File: src/rtl/cache_mem_arbiter_if.sv
// Bundles the I-cache miss port, D-cache miss/writeback port and the shared
// physical-memory cacheline port seen by cache_mem_arbiter.
// Latency: none (wires only).  Backpressure: requests are held until their resp.
// Ports: i_pmem_* (I-cache side), d_pmem_* (D-cache side), pmem_* (memory side).
// Modports: slave = arbiter view, master = environment view (caches + memory).
interface cache_mem_arbiter_if #(
   parameter int LINE_WIDTH = 256,
   parameter int ADDR_WIDTH = 32
);
   // I-cache side
   logic                  i_pmem_read;
   logic [ADDR_WIDTH-1:0] i_pmem_addr;
   logic [LINE_WIDTH-1:0] i_pmem_rdata;
   logic                  i_pmem_resp;
   // D-cache side
   logic                  d_pmem_read;
   logic                  d_pmem_write;
   logic [ADDR_WIDTH-1:0] d_pmem_addr;
   logic [LINE_WIDTH-1:0] d_pmem_wdata;
   logic [LINE_WIDTH-1:0] d_pmem_rdata;
   logic                  d_pmem_resp;
   // Memory side
   logic                  pmem_read;
   logic                  pmem_write;
   logic [ADDR_WIDTH-1:0] pmem_addr;
   logic [LINE_WIDTH-1:0] pmem_wdata;
   logic [LINE_WIDTH-1:0] pmem_rdata;
   logic                  pmem_resp;

   modport slave (
      input  i_pmem_read, i_pmem_addr,
      input  d_pmem_read, d_pmem_write, d_pmem_addr, d_pmem_wdata,
      input  pmem_rdata, pmem_resp,
      output i_pmem_rdata, i_pmem_resp,
      output d_pmem_rdata, d_pmem_resp,
      output pmem_read, pmem_write, pmem_addr, pmem_wdata
   );

   modport master (
      output i_pmem_read, i_pmem_addr,
      output d_pmem_read, d_pmem_write, d_pmem_addr, d_pmem_wdata,
      output pmem_rdata, pmem_resp,
      input  i_pmem_rdata, i_pmem_resp,
      input  d_pmem_rdata, d_pmem_resp,
      input  pmem_read, pmem_write, pmem_addr, pmem_wdata
   );
endinterface

File: src/rtl/cache_mem_arbiter.sv
// Purpose: shares one cacheline memory port between the I-cache and D-cache, one whole-line transaction at a time.
// Latency: one registered arbitration cycle (grant driven the cycle after the request is seen in IDLE); resp/rdata are combinational.
// Backpressure: the non-granted requester waits with its request held; grant is held until pmem_resp, then one IDLE cycle.
// Ports: clk, rst (synchronous, active-high), bus (cache_mem_arbiter_if.slave: i_pmem_*, d_pmem_*, pmem_*).
// Option: define CACHE_ARB_RR_EN for round-robin tie-break; otherwise D-cache wins every tie.
module cache_mem_arbiter #(
   parameter int LINE_WIDTH = 256,
   parameter int ADDR_WIDTH = 32
) (
   input  logic                clk,
   input  logic                rst,
   cache_mem_arbiter_if.slave  bus
);

   typedef enum logic [1:0] {IDLE, SERVE_I, SERVE_D} state_t;
   typedef enum logic {GRANT_I, GRANT_D} grant_t;

   state_t state, state_next;
   grant_t last_grant, last_grant_next;

   logic                  i_req;
   logic                  d_req;
   logic                  d_wins_tie;

   logic [LINE_WIDTH-1:0] i_rdata;
   logic                  i_resp;
   logic [LINE_WIDTH-1:0] d_rdata;
   logic                  d_resp;
   logic                  m_read;
   logic                  m_write;
   logic [ADDR_WIDTH-1:0] m_addr;
   logic [LINE_WIDTH-1:0] m_wdata;

   assign i_req = bus.i_pmem_read;
   assign d_req = bus.d_pmem_read | bus.d_pmem_write;

`ifdef CACHE_ARB_RR_EN
   // Round-robin: whoever was not granted last time wins a tie.
   assign d_wins_tie = (last_grant == GRANT_I);
`else
   // Fixed priority: D wins so loads/stores never stall behind I-fetch.
   assign d_wins_tie = 1'b1;
`endif

   always_ff @(posedge clk) begin
      if (rst) begin
         state      <= IDLE;
         last_grant <= GRANT_I;
      end else begin
         state      <= state_next;
         last_grant <= last_grant_next;
      end
   end

   always_comb begin
      state_next      = state;
      last_grant_next = last_grant;
      i_rdata         = '0;
      i_resp          = 1'b0;
      d_rdata         = '0;
      d_resp          = 1'b0;
      m_read          = 1'b0;
      m_write         = 1'b0;
      m_addr          = '0;
      m_wdata         = '0;

      case (state)
         IDLE: begin
            // pmem_resp is deliberately ignored here.
            if (d_req && (!i_req || d_wins_tie)) begin
               state_next      = SERVE_D;
               last_grant_next = GRANT_D;
            end else if (i_req) begin
               state_next      = SERVE_I;
               last_grant_next = GRANT_I;
            end
         end
         SERVE_I: begin
            // Memory follows the granted side's live control level, even if it
            // drops early; the grant itself is only released by pmem_resp.
            m_read  = bus.i_pmem_read;
            m_addr  = bus.i_pmem_addr;
            i_rdata = bus.pmem_rdata;
            i_resp  = bus.pmem_resp;
            if (bus.pmem_resp) state_next = IDLE;
         end
         SERVE_D: begin
            m_read  = bus.d_pmem_read;
            m_write = bus.d_pmem_write;
            m_addr  = bus.d_pmem_addr;
            m_wdata = bus.d_pmem_wdata;
            d_rdata = bus.pmem_rdata;
            d_resp  = bus.pmem_resp;
            if (bus.pmem_resp) state_next = IDLE;
         end
         default: state_next = IDLE;
      endcase
   end

   assign bus.i_pmem_rdata = i_rdata;
   assign bus.i_pmem_resp  = i_resp;
   assign bus.d_pmem_rdata = d_rdata;
   assign bus.d_pmem_resp  = d_resp;
   assign bus.pmem_read    = m_read;
   assign bus.pmem_write   = m_write;
   assign bus.pmem_addr    = m_addr;
   assign bus.pmem_wdata   = m_wdata;

endmodule

File: src/flat_wrapper.sv
// flat-port wrapper written by rule: the top's interface ports become plain ports
module cache_mem_arbiter_flat 
#(
   parameter int LINE_WIDTH = 256,
   parameter int ADDR_WIDTH = 32
)
  (clk, rst, bus_i_pmem_read, bus_i_pmem_addr, bus_d_pmem_read, bus_d_pmem_write, bus_d_pmem_addr, bus_d_pmem_wdata, bus_pmem_rdata, bus_pmem_resp, bus_i_pmem_rdata, bus_i_pmem_resp, bus_d_pmem_rdata, bus_d_pmem_resp, bus_pmem_read, bus_pmem_write, bus_pmem_addr, bus_pmem_wdata);
  cache_mem_arbiter_if #(.LINE_WIDTH(LINE_WIDTH), .ADDR_WIDTH(ADDR_WIDTH)) bus_i ();
  input  logic clk;
  input  logic rst;
  input wire logic [$bits(bus_i.i_pmem_read)-1:0] bus_i_pmem_read;
  input wire logic [$bits(bus_i.i_pmem_addr)-1:0] bus_i_pmem_addr;
  input wire logic [$bits(bus_i.d_pmem_read)-1:0] bus_d_pmem_read;
  input wire logic [$bits(bus_i.d_pmem_write)-1:0] bus_d_pmem_write;
  input wire logic [$bits(bus_i.d_pmem_addr)-1:0] bus_d_pmem_addr;
  input wire logic [$bits(bus_i.d_pmem_wdata)-1:0] bus_d_pmem_wdata;
  input wire logic [$bits(bus_i.pmem_rdata)-1:0] bus_pmem_rdata;
  input wire logic [$bits(bus_i.pmem_resp)-1:0] bus_pmem_resp;
  output wire logic [$bits(bus_i.i_pmem_rdata)-1:0] bus_i_pmem_rdata;
  output wire logic [$bits(bus_i.i_pmem_resp)-1:0] bus_i_pmem_resp;
  output wire logic [$bits(bus_i.d_pmem_rdata)-1:0] bus_d_pmem_rdata;
  output wire logic [$bits(bus_i.d_pmem_resp)-1:0] bus_d_pmem_resp;
  output wire logic [$bits(bus_i.pmem_read)-1:0] bus_pmem_read;
  output wire logic [$bits(bus_i.pmem_write)-1:0] bus_pmem_write;
  output wire logic [$bits(bus_i.pmem_addr)-1:0] bus_pmem_addr;
  output wire logic [$bits(bus_i.pmem_wdata)-1:0] bus_pmem_wdata;
  assign bus_i.i_pmem_read = bus_i_pmem_read;
  assign bus_i.i_pmem_addr = bus_i_pmem_addr;
  assign bus_i.d_pmem_read = bus_d_pmem_read;
  assign bus_i.d_pmem_write = bus_d_pmem_write;
  assign bus_i.d_pmem_addr = bus_d_pmem_addr;
  assign bus_i.d_pmem_wdata = bus_d_pmem_wdata;
  assign bus_i.pmem_rdata = bus_pmem_rdata;
  assign bus_i.pmem_resp = bus_pmem_resp;
  assign bus_i_pmem_rdata = bus_i.i_pmem_rdata;
  assign bus_i_pmem_resp = bus_i.i_pmem_resp;
  assign bus_d_pmem_rdata = bus_i.d_pmem_rdata;
  assign bus_d_pmem_resp = bus_i.d_pmem_resp;
  assign bus_pmem_read = bus_i.pmem_read;
  assign bus_pmem_write = bus_i.pmem_write;
  assign bus_pmem_addr = bus_i.pmem_addr;
  assign bus_pmem_wdata = bus_i.pmem_wdata;
  cache_mem_arbiter #(.LINE_WIDTH(LINE_WIDTH), .ADDR_WIDTH(ADDR_WIDTH)) u_core (.clk(clk), .rst(rst), .bus(bus_i));
endmodule
File: config.mk
export PLATFORM = sky130hd
export DESIGN_NAME = cache_mem_arbiter_flat
export DESIGN_NICKNAME = d
export VERILOG_FILES = /design/src/rtl/cache_mem_arbiter_if.sv /design/src/rtl/cache_mem_arbiter.sv /design/src/flat_wrapper.sv
export SDC_FILE = /design/constraint.sdc
export NUM_CORES = 1
export LEC_CHECK = 0
export ABC_AREA = 1
export CAP_MARGIN = 5
export CORE_AREA = 2 2 542 544
export DETAILED_ROUTE_END_ITERATION = 6
export DIE_AREA = 0 0 544 546
export GPL_ROUTABILITY_DRIVEN = 0
export SLEW_MARGIN = 10
export SYNTH_ARGS = -nofsm -noshare
export SYNTH_HDL_FRONTEND = slang
export SYNTH_SLANG_ARGS = --single-unit
File: constraint.sdc
create_clock -name clk -period 1.55 [get_ports clk]
set_clock_uncertainty 0.05 [all_clocks]
set_input_delay 0.465 -clock clk [delete_from_list [all_inputs] [get_ports clk]]
set_output_delay 0.465 -clock clk [all_outputs]
set_load 0.02 [all_outputs]
; ---- Yosys cells after proc, flatten, opt, wreduce, memory -nomap -nowiden
; Cells that the tools add are included.
[totals]
in_bits = 582
reg_bits = 2
wordCells = 21
[classes]
reduce_logical = 3
eq_ne = 4
bitwise_logic = 1
n_mux = 12
[ops]
columns = operator, n
row1 = $mux W256, 3
row2 = $pmux W32 S2, 1
row3 = $mux W2, 3
row4 = $pmux W2 S2, 1
row5 = $mux W1, 3
row6 = $ne A3 B2 Y1 const B, 1
row7 = $eq A2 B1 Y1 const B, 1
row8 = $eq A2 B2 Y1 const B, 1
row9 = $logic_not A2 Y1, 1
row10 = $ne A2 B1 Y1 const B, 1
row11 = $pmux W1 S2, 1
row12 = $reduce_and A2 Y1, 1
row13 = $reduce_or A2 Y1, 1
row14 = $or A1 B1 Y1, 1

; ---- Longest topological paths before layout
[depth]
word_depth = 4
depth_mapped = 8

; ---- Least setup slack after synthesis
; No wires, ideal clock.
[synth_path]
path_kind = register -> output
start = reg u_core.state[0]
end = out bus_pmem_addr[0]
required_ns = 1.035
t_arrival_ns = 1.294
path_slack_ns = -0.259
stages_incl_launch_ff = 6
cell_sequence = dfxtp_1 -> inv_1 -> ha_1 -> inv_1 -> buf_1 -> a21oi_1
[synth_between]
elab_chain_len = 2
[synth_rtl]
columns = item, line
row1 = start: declaration, cache_mem_arbiter.sv:18  ; state_t state, state_next;
row2 = start signal: assignment, cache_mem_arbiter.sv:50  ; state <= state_next;
row3 = $eq A2 B2 Y1 / $eq A2 B1 Y1 (equally long branches), cache_mem_arbiter.sv:67  ; case (state)
row4 = $pmux W32 S2 *, cache_mem_arbiter.sv:67
row5 = end: declaration, flat_wrapper.sv:25  ; output wire logic [$bits(bus_i.pmem_addr)-1:0] bus_pmem_addr;
; Every way passes the cells marked *; elsewhere a longest branch is shown, timed or not.

; ---- Worst setup path in the final report
[layout_path]
start = reg u_core.state[1]
end = out bus_i_pmem_rdata[80]
[layout_between]
elab_chain_len = 2
[layout_rtl]
columns = item, line
row1 = $eq A2 B1 Y1, cache_mem_arbiter.sv:67
row2 = $mux W256, cache_mem_arbiter.sv:67
row3 = end: declaration, flat_wrapper.sv:19  ; output wire logic [$bits(bus_i.i_pmem_rdata)-1:0] bus_i_pmem_rdata;
; No other way between the ends.

==> impl_summary.log <==
[metrics] R2R cell count: 6
[metrics] Core Footprint: between 0.2 and 0.3 mm²
[metrics] worst hold path type: reg2reg
[metrics] Hold Path Stages: 2
[metrics] fraction of layout instances using a drive strength above 1: 49.4%
[metrics] Clock H-tree levels: 1
[metrics] final standard cell area without fillers: 0.0364 mm²
[metrics] growth of design area from synthesis to finish: 421%
[metrics] post-detail-place hpwl: about 230000 µm
[metrics] chip height: 546 µm
[metrics] latest clock arrival within the worst-skew pair: 220 ps
[metrics] largest register by flop count: u_core.state
[metrics] worst slew margin relative to its limit: 78.2%
[metrics] die area: a little under 0.3 mm²
[metrics] DRC violation count after routing: 0
[metrics] post-synthesis cell type with the largest combined area: nand2_1
[metrics] Worst Setup Slack, final: -772 ps
[metrics] number of sinks handled by clock tree synthesis: 2
[metrics] most used flip-flop cell after synthesis: dfxtp_1
[metrics] Mean Syn Cell Area: 3.97 µm²
[metrics] Routed WL per cell: 34.2 µm
[metrics] total nets after synthesis: 2344
[metrics] worst ir drop on vdd: 312 µV
[metrics] utilization of the core after routing: 12.5%
[metrics] initial antenna violation count: 255
[metrics] EDFF count, synth: 0
[metrics] top post-synthesis cells by count: nand2_1 (843), inv_1 (756), buf_4 (63)
[metrics] violated checks: negative setup slack
[metrics] leading post-synthesis cells by cell area: nand2_1 (45%), inv_1 (41%), buf_4 (6.8%)
[metrics] cell with the most instances after synthesis: nand2_1
[metrics] Site Rows: around 200
[metrics] non-filler cells, final: about 7300
[metrics] post-synth top area share: approximately 45%
[metrics] DRC marker count from the first detailed-route iteration: 737
[metrics] total of hold buffers inserted after clock tree synthesis: 0
[metrics] clock root buffer: clkbuf_16
[metrics] status: finished with violations
[metrics] DRT Pass-1 Iters: 5
[metrics] number of placed cells counting well taps: about 7100
[metrics] achievable clock frequency: 431 MHz
[metrics] number of max-capacitance violations reported: 0
[metrics] number of library cell types mapped by synthesis: 12
[metrics] total leakage power: between 15 and 20 nW
[metrics] clock transition at the registers of the reported paths: ~30 ps
[metrics] Syn Std Cell Area: 0.00699 mm²
[metrics] first-pass GRT wire length: 290000 µm
[metrics] transition time at the pin with the least slew margin: 328 ps
[metrics] max-slew violation count: 0
[metrics] Post-synth ARST share: 0%
[metrics] total power per unit cell area: 406 mW/mm²
[metrics] Largest register FFs: 2
[metrics] arrival time of the worst setup path: 1810 ps
[metrics] count of warnings emitted by yosys: 0
[metrics] last element of the critical path: bus_i_pmem_rdata[80]
[metrics] FF-to-FF setup slack: 240 ps
[metrics] sequential-to-total area share from yosys stat: less than 1%
[metrics] critical-path maximum fanout: 6
[metrics] flops & latches, synth: 2
[metrics] fillers: 33500
[metrics] Setup crit end kind: output pin
[metrics] final-report hold violation count: 0
[metrics] number of setup violations in the final report: 804
[metrics] number of top-level pins: 1386
[metrics] fin crit share: 150%
[metrics] Total Wirelength: 251000 µm
[metrics] kind of critical path: reg2out
[metrics] Vias per Instance: 2.33
[metrics] startpoint type of the worst setup path: register
[metrics] count of vias placed by the detailed router: about 17000
[metrics] instance area after placement: 0.0325 mm²
[metrics] launch instance of the worst register-to-register path: u_core.state[0]
[metrics] Min Clock Period, post-route: approximately 2300 ps
[metrics] DP Worst Slack: -926 ps
[metrics] number of global-route vias before repair: 16900
[metrics] final global-route overflow total: 0
[metrics] global router's overall resource usage: between 10% and 20%
[metrics] capturing point of the worst reg2reg path: u_core.state[0]
[metrics] pin count of the biggest net entering global routing: 53
[metrics] clock buffers created by TritonCTS: 3
[metrics] port bufs: 1385
[metrics] largest registers: u_core.state x2
[metrics] setup repair after global routing missed its margin: true
[metrics] launch point of the worst path: u_core.state[1]
[metrics] worst endpoint required time: 1030 ps
[metrics] Mapped Cells: 1759
[metrics] clock tree from TritonCTS: yes
[metrics] count of nets left with antenna violations after detail routing: 0
[metrics] maximum clock path buffer count: 2
[metrics] net count of the finished layout: around 3900
[metrics] x dimension of the die: approximately 540 µm
[metrics] initial standard-cell utilization of the core: about 2.4%
-- cell type report --
class	instances	area (µm²)	area share [%]
multi-input combinational	885	4950	13.6
timing repair buffer	1679	23200	63.7
tap	3919	4900	13.5
inverter	776	3090	8.48
antenna	60	150	0.412
sequential	2	45.0	0.124
clock buffer	3	75.1	0.206
-- cell usage in the layout (no fill, tap or decap) --
cell / count
nand2_1: 651
buf_12: 611
clkdlybuf4s50_1: 581
inv_1: 441
buf_4: 287
inv_2: 264
nand2_4: 131
buf_6: 89
inv_4: 71
diode_2: 60
nand2_2: 59
buf_16: 36
a21oi_4: 33
clkbuf_16: 22
buf_2: 18
clkdlybuf4s15_2: 15
dlygate4sd2_1: 11
buf_8: 9
nor2_1: 3
nand2_8: 2
a21oi_1: 2
ha_4: 2
nand4_1: 1
ha_1: 1
bufbuf_16: 1
dlymetal6s2s_1: 1
clkbuf_2: 1
dfxtp_4: 1
dfxtp_2: 1
-- where the power goes --
part           switching [W]  leakage, nW  internal [W]
combinational        0.00755         18.9       0.00679
sequential        0.00000482       0.0175     0.0000559
clock              0.0000658       0.0373      0.000329
total                0.00762         19.0       0.00717
-- stage by stage --
stage	total power [W]	setup TNS, ps	hold WS [ps]
3_5_place_dp	0.0133	-485350	505
4_1_cts	0.0145	-599570	471
6_report	0.0148	-524440	489
5_1_grt	0.0157	-583260	504
2_1_floorplan	0.00346	-70750	400
3_3_place_gp	0.0133	-451500	445
-- worst min-delay path by stage --
| stage | start | to | slack, ps |
|---|---|---|---|
| floorplan | u_core.state[1] | u_core.state[1] | 400 |
| global placement | u_core.state[0] | u_core.state[0] | 450 |
| detailed placement | u_core.state[0] | u_core.state[0] | 500 |
| CTS | u_core.state[0] | u_core.state[0] | 470 |
| global route | u_core.state[0] | u_core.state[0] | 500 |
| finish | u_core.state[0] | u_core.state[0] | 490 |
-- critical path, stage by stage, from the launching register on --
cell and delay [ps]:
dfxtp_2 320, inv_2 70, ha_4 180, buf_12 170, buf_12 140, buf_12 150
clkbuf_16 190, nand2_2 80, inv_2 80, buf_12 120
-- timing repair --
item,CTS,global route
setup endpoints to repair,804,806
pin swaps,2,6
cloned,28,20
buffers inserted,53,23
gates resized for setup,918,508
-- routing by layer --
metal  share of wire [%]  GRT usage, %
met1                  38          17.7
met2                  43          24.9
met3                  18          13.0
met4                 1.0         0.868
met5                0.48             0
-- logic make-up after synthesis --
kind of cell,count (synthesis),share of synthesized area [%]
AO/OA/AOI/OAI,35,2.51
adder cells (fa/ha/maj),3,0.537
buffers and inverters,872,50.9
AND/OR/NAND/NOR,847,45.5
flip-flops,2,0.573
(Power assumes the default switching activity.)
